[config.mk]
export PLATFORM = sky130hd
export DESIGN_NAME = pid_channel_scheduler
export DESIGN_NICKNAME = d
export VERILOG_FILES = /design/src/rtl/pid_channel_scheduler.sv
export SDC_FILE = /design/constraint.sdc
export NUM_CORES = 2
export LEC_CHECK = 0
export CAP_MARGIN = 20
export CORE_MARGIN = 2
export CORE_UTILIZATION = 60
export DETAILED_ROUTE_END_ITERATION = 12
export PLACE_DENSITY = 0.81
export SETUP_SLACK_MARGIN = 0.2
export SYNTH_ARGS = -nofsm -noshare
export SYNTH_HDL_FRONTEND = slang
export SYNTH_SLANG_ARGS = --single-unit
[constraint.sdc]
create_clock -name clk -period 14.18 [get_ports clk]
set_input_delay 2.127 -clock clk [delete_from_list [all_inputs] [get_ports clk]]
set_output_delay 2.127 -clock clk [all_outputs]
set_load 0.05 [all_outputs]
[src/rtl/pid_channel_scheduler.sv]
// Shares one incremental PID datapath (16x16 multiplier, 34-bit accumulator)
// across NCH channels with round-robin request arbitration.
//
// state | meaning
// IDLE  | waiting for a request; config writes accepted here
// ERR   | ack the granted channel, form e = sp - meas, load u_prev
// M0    | acc += K0 * e
// M1    | acc += K1 * e1
// M2    | acc += K2 * e2, register saturated result
// WB    | out_valid pulse, shift channel history
module pid_channel_scheduler #(
    parameter int                 NCH        = 4,
    parameter int                 CHW        = 2,
    parameter logic signed [15:0] SP_DEFAULT = 16'sd200,
    parameter logic signed [15:0] K0_DEFAULT = 16'sd3,
    parameter logic signed [15:0] K1_DEFAULT = -16'sd2,
    parameter logic signed [15:0] K2_DEFAULT = 16'sd2
) (
    input  logic                    clk,
    input  logic                    reset,
    input  logic [NCH-1:0]          req,
    input  logic [16*NCH-1:0]       meas,
    output logic [NCH-1:0]          ack,
    output logic                    out_valid,
    output logic [CHW-1:0]          out_ch,
    output logic signed [15:0]      out_data,
    output logic                    busy,
    input  logic                    cfg_we,
    input  logic [3:0]              cfg_addr,
    input  logic [15:0]             cfg_wdata
);

    localparam logic [2:0] S_IDLE = 3'd0;
    localparam logic [2:0] S_ERR  = 3'd1;
    localparam logic [2:0] S_M0   = 3'd2;
    localparam logic [2:0] S_M1   = 3'd3;
    localparam logic [2:0] S_M2   = 3'd4;
    localparam logic [2:0] S_WB   = 3'd5;

    logic [2:0]          state;
    logic [CHW-1:0]      ch;
    logic [CHW-1:0]      rr_ptr;
    logic [CHW-1:0]      grant_ch;
    logic [CHW-1:0]      rr_next;
    logic                grant_any;
    logic [CHW:0]        first_off;
    logic [CHW:0]        grant_sum;
    logic [CHW:0]        rr_sum;
    logic [2*NCH-1:0]    req_dbl;
    logic [NCH-1:0]      req_rot;

    logic signed [15:0]  meas_sel;
    logic signed [15:0]  meas_lat;
    logic signed [15:0]  e_cur;
    logic signed [15:0]  k0;
    logic signed [15:0]  k1;
    logic signed [15:0]  k2;
    logic signed [15:0]  mul_a;
    logic signed [15:0]  mul_b;
    logic signed [31:0]  prod;
    logic signed [33:0]  acc;
    logic signed [33:0]  acc_sum;
    logic                cfg_ok;

    logic signed [15:0]  sp     [NCH];
    logic signed [15:0]  e1     [NCH];
    logic signed [15:0]  e2     [NCH];
    logic signed [15:0]  u_prev [NCH];

    function automatic logic signed [15:0] sat16(input logic signed [33:0] v);
        if (v > 34'sd32767) return 16'sh7fff;
        if (v < -34'sd32768) return 16'sh8000;
        return v[15:0];
    endfunction

    assign busy   = (state != S_IDLE);
    assign cfg_ok = cfg_we && (state == S_IDLE);

    // Rotate requests so bit 0 is the channel at rr_ptr; the lowest set bit wins.
    always_comb begin
        req_dbl   = {req, req};
        req_rot   = NCH'(req_dbl >> rr_ptr);
        grant_any = |req;
        first_off = '0;
        for (int off = NCH - 1; off >= 0; off--) begin
            if (req_rot[off]) first_off = (CHW+1)'(off);
        end
        grant_sum = {1'b0, rr_ptr} + first_off;
        if (grant_sum >= (CHW+1)'(NCH)) grant_sum = grant_sum - (CHW+1)'(NCH);
        grant_ch = grant_sum[CHW-1:0];
        rr_sum   = {1'b0, grant_ch} + (CHW+1)'(1);
        if (rr_sum == (CHW+1)'(NCH)) rr_next = '0;
        else                         rr_next = rr_sum[CHW-1:0];
    end

    always_comb begin
        meas_sel = meas[15:0];
        for (int i = 0; i < NCH; i++) begin
            if (grant_ch == CHW'(i)) meas_sel = meas[16*i +: 16];
        end
    end

    always_comb begin
        mul_a = k0;
        mul_b = e_cur;
        case (state)
            S_M1: begin
                mul_a = k1;
                mul_b = e1[ch];
            end
            S_M2: begin
                mul_a = k2;
                mul_b = e2[ch];
            end
            default: begin
                mul_a = k0;
                mul_b = e_cur;
            end
        endcase
        prod    = mul_a * mul_b;
        acc_sum = acc + {{2{prod[31]}}, prod};
    end

    always_ff @(posedge clk) begin
        if (reset) begin
            state     <= S_IDLE;
            ch        <= '0;
            rr_ptr    <= '0;
            meas_lat  <= '0;
            e_cur     <= '0;
            acc       <= '0;
            ack       <= '0;
            out_valid <= 1'b0;
            out_ch    <= '0;
            out_data  <= '0;
        end else begin
            ack       <= '0;
            out_valid <= 1'b0;
            case (state)
                S_IDLE: begin
                    if (grant_any) begin
                        ch       <= grant_ch;
                        meas_lat <= meas_sel;
                        rr_ptr   <= rr_next;
                        ack      <= NCH'(1) << grant_ch;
                        state    <= S_ERR;
                    end
                end
                S_ERR: begin
                    e_cur <= sp[ch] - meas_lat;
                    acc   <= {{18{u_prev[ch][15]}}, u_prev[ch]};
                    state <= S_M0;
                end
                S_M0: begin
                    acc   <= acc_sum;
                    state <= S_M1;
                end
                S_M1: begin
                    acc   <= acc_sum;
                    state <= S_M2;
                end
                // Result is registered here so it is already stable during WB.
                S_M2: begin
                    acc       <= acc_sum;
                    out_data  <= sat16(acc_sum);
                    out_ch    <= ch;
                    out_valid <= 1'b1;
                    state     <= S_WB;
                end
                S_WB: begin
                    state <= S_IDLE;
                end
                default: begin
                    state <= S_IDLE;
                end
            endcase
        end
    end

    // Channel history and configuration; writes only land while idle, so
    // they never collide with the WB history shift.
    always_ff @(posedge clk) begin
        if (reset) begin
            k0 <= K0_DEFAULT;
            k1 <= K1_DEFAULT;
            k2 <= K2_DEFAULT;
            for (int i = 0; i < NCH; i++) begin
                sp[i]     <= SP_DEFAULT;
                e1[i]     <= '0;
                e2[i]     <= '0;
                u_prev[i] <= '0;
            end
        end else begin
            if (state == S_WB) begin
                e2[ch]     <= e1[ch];
                e1[ch]     <= e_cur;
                u_prev[ch] <= out_data;
            end
            if (cfg_ok) begin
                case (cfg_addr)
                    4'h0: k0 <= cfg_wdata;
                    4'h1: k1 <= cfg_wdata;
                    4'h2: k2 <= cfg_wdata;
                    4'h3: begin
                        for (int i = 0; i < NCH; i++) begin
                            if (cfg_wdata[CHW-1:0] == CHW'(i)) begin
                                e1[i]     <= '0;
                                e2[i]     <= '0;
                                u_prev[i] <= '0;
                            end
                        end
                    end
                    default: begin
                        for (int i = 0; i < NCH; i++) begin
                            if (cfg_addr == 4'(8 + i)) sp[i] <= cfg_wdata;
                        end
                    end
                endcase
            end
        end
    end

endmodule

### Yosys cells after proc, flatten, opt, wreduce, memory -nomap -nowiden

Memories as Yosys holds them, arrays and structs flattened. A register that Yosys moved wholly into a read port is not among the register bits.
Cells that the tools add are included.

| word-level totals | value |
|---|---|
| output and inout bits | 24 |
| bits in writable memories | 256 |
| flip-flop bits (word level) | 144 |
| memories | 4 |
| input port bits | 91 |
| memory bits (read-only) | 0 |
| bits in latches | 0 |

| operators by class | value |
|---|---|
| divide/modulo/power cells | 0 |
| multiplexer cells | 104 |
| add/sub/neg operators | 5 |
| reductions and logical operators | 17 |
| shift operators | 2 |
| order comparisons | 3 |
| multipliers | 1 |
| bitwise logic cells | 18 |
| equality and inequality tests | 20 |

Memory list:

| memory | depth | width | rd ports | clocked after Yosys merged registers in | wr ports | RTL line | text |
|---|---|---|---|---|---|---|---|
| e1 | 4 | 16 | 1 | 1 | 4 | 66 | `logic signed [15:0] e1 [NCH];` |
| e2 | 4 | 16 | 1 | 1 | 4 | 67 | `logic signed [15:0] e2 [NCH];` |
| sp | 4 | 16 | 1 | 1 | 4 | 65 | `logic signed [15:0] sp [NCH];` |
| u_prev | 4 | 16 | 1 | 1 | 4 | 68 | `logic signed [15:0] u_prev [NCH];` |

Operators with widths:

| cell | number |
|---|---|
| 16-bit two-way mux | 26 |
| 34-bit case mux with 2 select lines | 1 |
| 16-bit case mux with 2 select lines | 2 |
| 1-bit two-way mux | 56 |
| 16-bit OR reduction | 3 |
| 34-bit adder | 1 |
| 34-bit by 16-bit > comparator with 1-bit output (second input constant) | 1 |
| 34-bit by 16-bit less-than comparator with 1-bit output (second input constant) | 1 |
| 16-bit by 16-bit multiplier with 32-bit output | 1 |
| 2-bit two-way mux | 14 |
| 4-bit equality test (second input constant) | 4 |
| 1-bit bitwise OR | 16 |
| 16-bit subtractor | 1 |
| 3-bit case mux with 5 select lines | 1 |
| 3-bit two-way mux | 4 |
| 3-bit equality test (second input constant) | 3 |
| 2-bit equality test (second input constant) | 4 |
| 4-bit by 2-bit equality test with 1-bit output (second input constant) | 2 |
| 2-bit AND reduction | 4 |
| 4-bit OR reduction | 2 |
| 8-bit by 2-bit right shift with 4-bit output | 1 |
| 3-bit by 2-bit equality test with 1-bit output (second input constant) | 2 |
| 3-bit OR reduction | 2 |
| 2-bit by 1-bit equality test with 1-bit output (second input constant) | 2 |
| other kinds (15) | 16 |

### Logic depth before layout (Yosys ltp)

| logic depth | value |
|---|---|
| depth in word-level cells | 13 |
| mapped depth | 46 |
| mapped depth without buffers | 41 |

### Worst setup path before layout

OpenSTA, ideal clock, no wires.

| timing | value |
|---|---|
| kind | register -> register |
| start | register (tool-made name) |
| end | register out_data[10] |
| period minus slack after synthesis | 10344 ps |
| setup slack | 3836 ps |
| cell stages (with the launch flop) | 41 |
| data arrival time | 10223 ps |
| cells stage by stage | dfxtp_1 > buf_2 > buf_2 > mux4_2 > a22o_1 > a21oi_1 > clkbuf_1 > nor2_1 > fa_1 > inv_1 > fa_1 > fa_1 > fa_1 > inv_1 > fa_1 > inv_1 > fa_1 > inv_1 > [5 not listed] > a21o_1 > a21o_1 > a21o_1 > a21oi_1 > xnor2_1 > ha_1 > a21oi_1 > o21ai_1 > a311oi_2 > o2111ai_1 > nand2_1 > xor2_1 > nand4_1 > or4_1 > or4_4 > a21oi_4 > buf_6 > a21oi_1 |

RTL lines:

| item | RTL line | text |
|---|---|---|
| end signal, assigned | 165 | `out_data <= sat16(acc_sum);` |
| end, declared | 26 | `output logic signed [15:0] out_data,` |

==> results by group <==
Run status
  • Status: finished clean

Route
  • Final antenna-violating net count: 0
  • Wire per inst: 20.4 µm
  • Remaining DRCs: 0
  • Via/cell ratio: 5.94
  • Vias: 22,100
  • Pre-Repair DR Iteration Count: 7
  • Iteration-0 DRC Markers: 2,193
  • Total Wirelength: 76.0 mm

Critical path
  • Crit Path Max Fanout: 43
  • Crit path kind: flip-flop to flip-flop
  • Critical Path Slowest Stage Cell: dfxtp_4
  • Top cell by count, worst path: fa_1
  • Endpoint class of the critical path: flip-flop
  • Largest stage delay on the critical path: 0.97 ns
  • Crit path arrival time: 11.90 ns
  • Data required time of the worst path: 14.58 ns
  • Startpoint Class: flip-flop

Global route
  • Initial antenna violation count: 0
  • Global-route wire length before repair: 121 mm
  • Total grt overflow: 0
  • Total track usage: 0.302
  • Largest net degree at the start of global routing: between 70 and 80
  • Number of global-route vias before repair: 22,900

Clock network
  • # hold bufs at CTS: 0
  • Clk root buf: clkbuf_16
  • CTS Buf Count: 41
  • Clk Latency, worst-skew pair: 0.59 ns
  • Clock sink total: 402
  • CTS tree: yes
  • Worst-path clk slew: 0.06 ns
  • Setup Buffers After CTS: 0
  • CTS max path bufs: 3
  • # resized after CTS: 0
  • # H-tree levels: 2

Floorplanning
  • Die Area: 51,600 µm²
  • Die Wd: 227 µm
  • Die height: 227 µm
  • FP Rows: 81
  • Starting Density: 0.609
  • Io pins: ~120
  • Core Region: 49,100 µm²

Timing
  • F_max: 0.0870 GHz
  • Worst-Margin Slew: around 1.0 ns
  • Tcrit/Tclk final: 0.811
  • Max-slew violations: 0
  • RSZ-0062 raised after global routing: no
  • Relative slew slack: 0.305
  • Final hold slack: 0.452 ns
  • Setup-failing EPs final: 0
  • Hold Vio Cnt, Final: 0
  • Final clock skew: about 0.054 ns
  • Post-layout minimum cycle time: 11.50 ns
  • Setup TNS Final: 0 ns

Logic synthesis
  • Gate Count Post-Synth: 2,962
  • EDFF count, synth: 256
  • Synth top area cells: edfxtp_1, fa_1, dfxtp_1, ha_1, and2_1
  • Avg Cell Area, Syn: between 10 and 15 µm²
  • Yosys reg bits: 402
  • Asr flop ratio synth: 0
  • Synth Warn #: 0
  • Post-synth top area share: 0.257
  • Top_reg_cell synth: edfxtp_1
  • Mapped Area: 29,900 µm²
  • Cell accounting for the most synthesized area: edfxtp_1
  • Syn_nets: 3,453
  • Register area share after synthesis: 0.355
  • Yosys cell types: 83

Cells and area
  • Share of layout cells above drive strength 1: 0.0769
  • Layout Utilization: 0.674
  • Fillers: roughly 3,700
  • Non-filler cells, final: 3,719
  • Layout area overhead: 10.6%
  • Antenna diodes: 0
  • # nets final: 3,513
  • Most common cell after layout, fill and taps aside: inv_1
  • Most frequent cells in the layout: inv_1, nand2_1, nor2_1

Power
  • Pwr Total: approximately 5 mW
  • PwrDens: 148 nW/µm²
  • Max VDD drop: ~0.00016 V
  • Static Leak: about 14 nW

Place
  • DP HPWL: roughly 56 mm
  • Placed cell count: 3,643
  • Placer congestion estimate: roughly 0.95
  • Number of port buffers: 114

Hold path
  • Min-Delay Path Class: flip-flop to flip-flop

Job
  • Max Cap Viol: 0
[area by class of cell]
type | instances | area, µm² | share of cell area
Clock inverter | 26 | 220 | 0.00666
Sequential cell | 402 | 10600 | 0.321
Timing Repair Buffer | 160 | 1480 | 0.0449
Clock buffer | 50 | 1100 | 0.0333
Inverter | 338 | 1270 | 0.0384
Tap cell | 664 | 831 | 0.0251
Multi-Input combinational cell | 2079 | 17500 | 0.530
[where the power goes]
part	internal, mW	switching, mW	total [mW]
combinational	0.932	1.46	2.39
clock	0.595	0.471	1.07
sequential	1.33	0.0907	1.42
[kinds of logic after synthesis]
group / share of synthesized area
multiplexers: 0.0543
AO/OA/AOI/OAI: 0.103
flip-flops: 0.355
adder cells (fa/ha/maj): 0.234
buffers and inverters: 0.0612
XOR/XNOR: 0.0214
AND/OR/NAND/NOR: 0.171
[worst max-delay path, delay by kind of cell (launching register included)]
family	cells	cell delay, ns
flip-flops	1	0.97
buffers and inverters	5	0.47
AND/OR/NAND/NOR	7	1.62
adder cells (fa/ha/maj)	8	3.77
AO/OA/AOI/OAI	15	3.29
multiplexers	1	0.65
XOR/XNOR	2	0.51
[per-stage QoR]
step                      setup WS, ns  cell area (µm²)
after floorplan                   3.84            29900
after global placement            2.73            31700
after detailed placement          2.74            31700
after CTS                         2.70            33000
after global routing              1.96            33000
final                             2.68            33000
[Yosys cell counts, types with 7 or more instances]
cell type and instances:
o21ai_0 77, or3_1 15, a211oi_1 44, a31oi_1 9
o21ai_1 8, mux4_2 64, o211ai_1 16, a21o_1 19
nand2_1 315, xor2_1 19, and3_1 24, and2_1 261
nor3_1 37, clkbuf_1 127, o21a_1 15, or2_2 15
buf_1 8, a221o_1 15, o21bai_1 7, a21oi_1 149
inv_1 338, xnor2_1 52, a311oi_1 14, nor2_1 280
mux2i_1 18, o221a_2 12, nand3_1 44, a221oi_1 16
edfxtp_1 256, nand4_1 12, nand2b_1 20, ha_1 136
a22o_1 7, dfxtp_1 146, fa_1 264, nor2b_1 12
[sequential cells by signal (all words and copies together), names as in the netlist, 3 cells and up, named ones only]
signal	cells
out_data	16
e_cur	16
acc	34
e2	64
k2	16
k1	16
u_prev	64
meas_lat	16
k0	16
state	3
ack	4
e1	64
sp	64
[layer usage]
metal / global-route usage / up-vias / part of all wire
li1: - / 10100 / -
met1: 0.384 / 10800 / 0.39
met2: 0.523 / 970 / 0.49
met3: 0.0417 / 163 / 0.075
met4: 0.126 / 0 / 0.041
met5: 0 / - / 0
[path summary, 6_finish.rpt]
check / from / endpoint / slack [ns] / depth (start not counted)
max: flip-flop / out_data[10] / 2.68 / 38
min: k0[5] / k0[5] / 0.45 / 2
min reg2reg: k0[5] / k0[5] / 0.45 / 2
max reg2reg: flip-flop / out_data[10] / 2.68 / 38
Note: power is estimated with default switching activity, not from simulation.
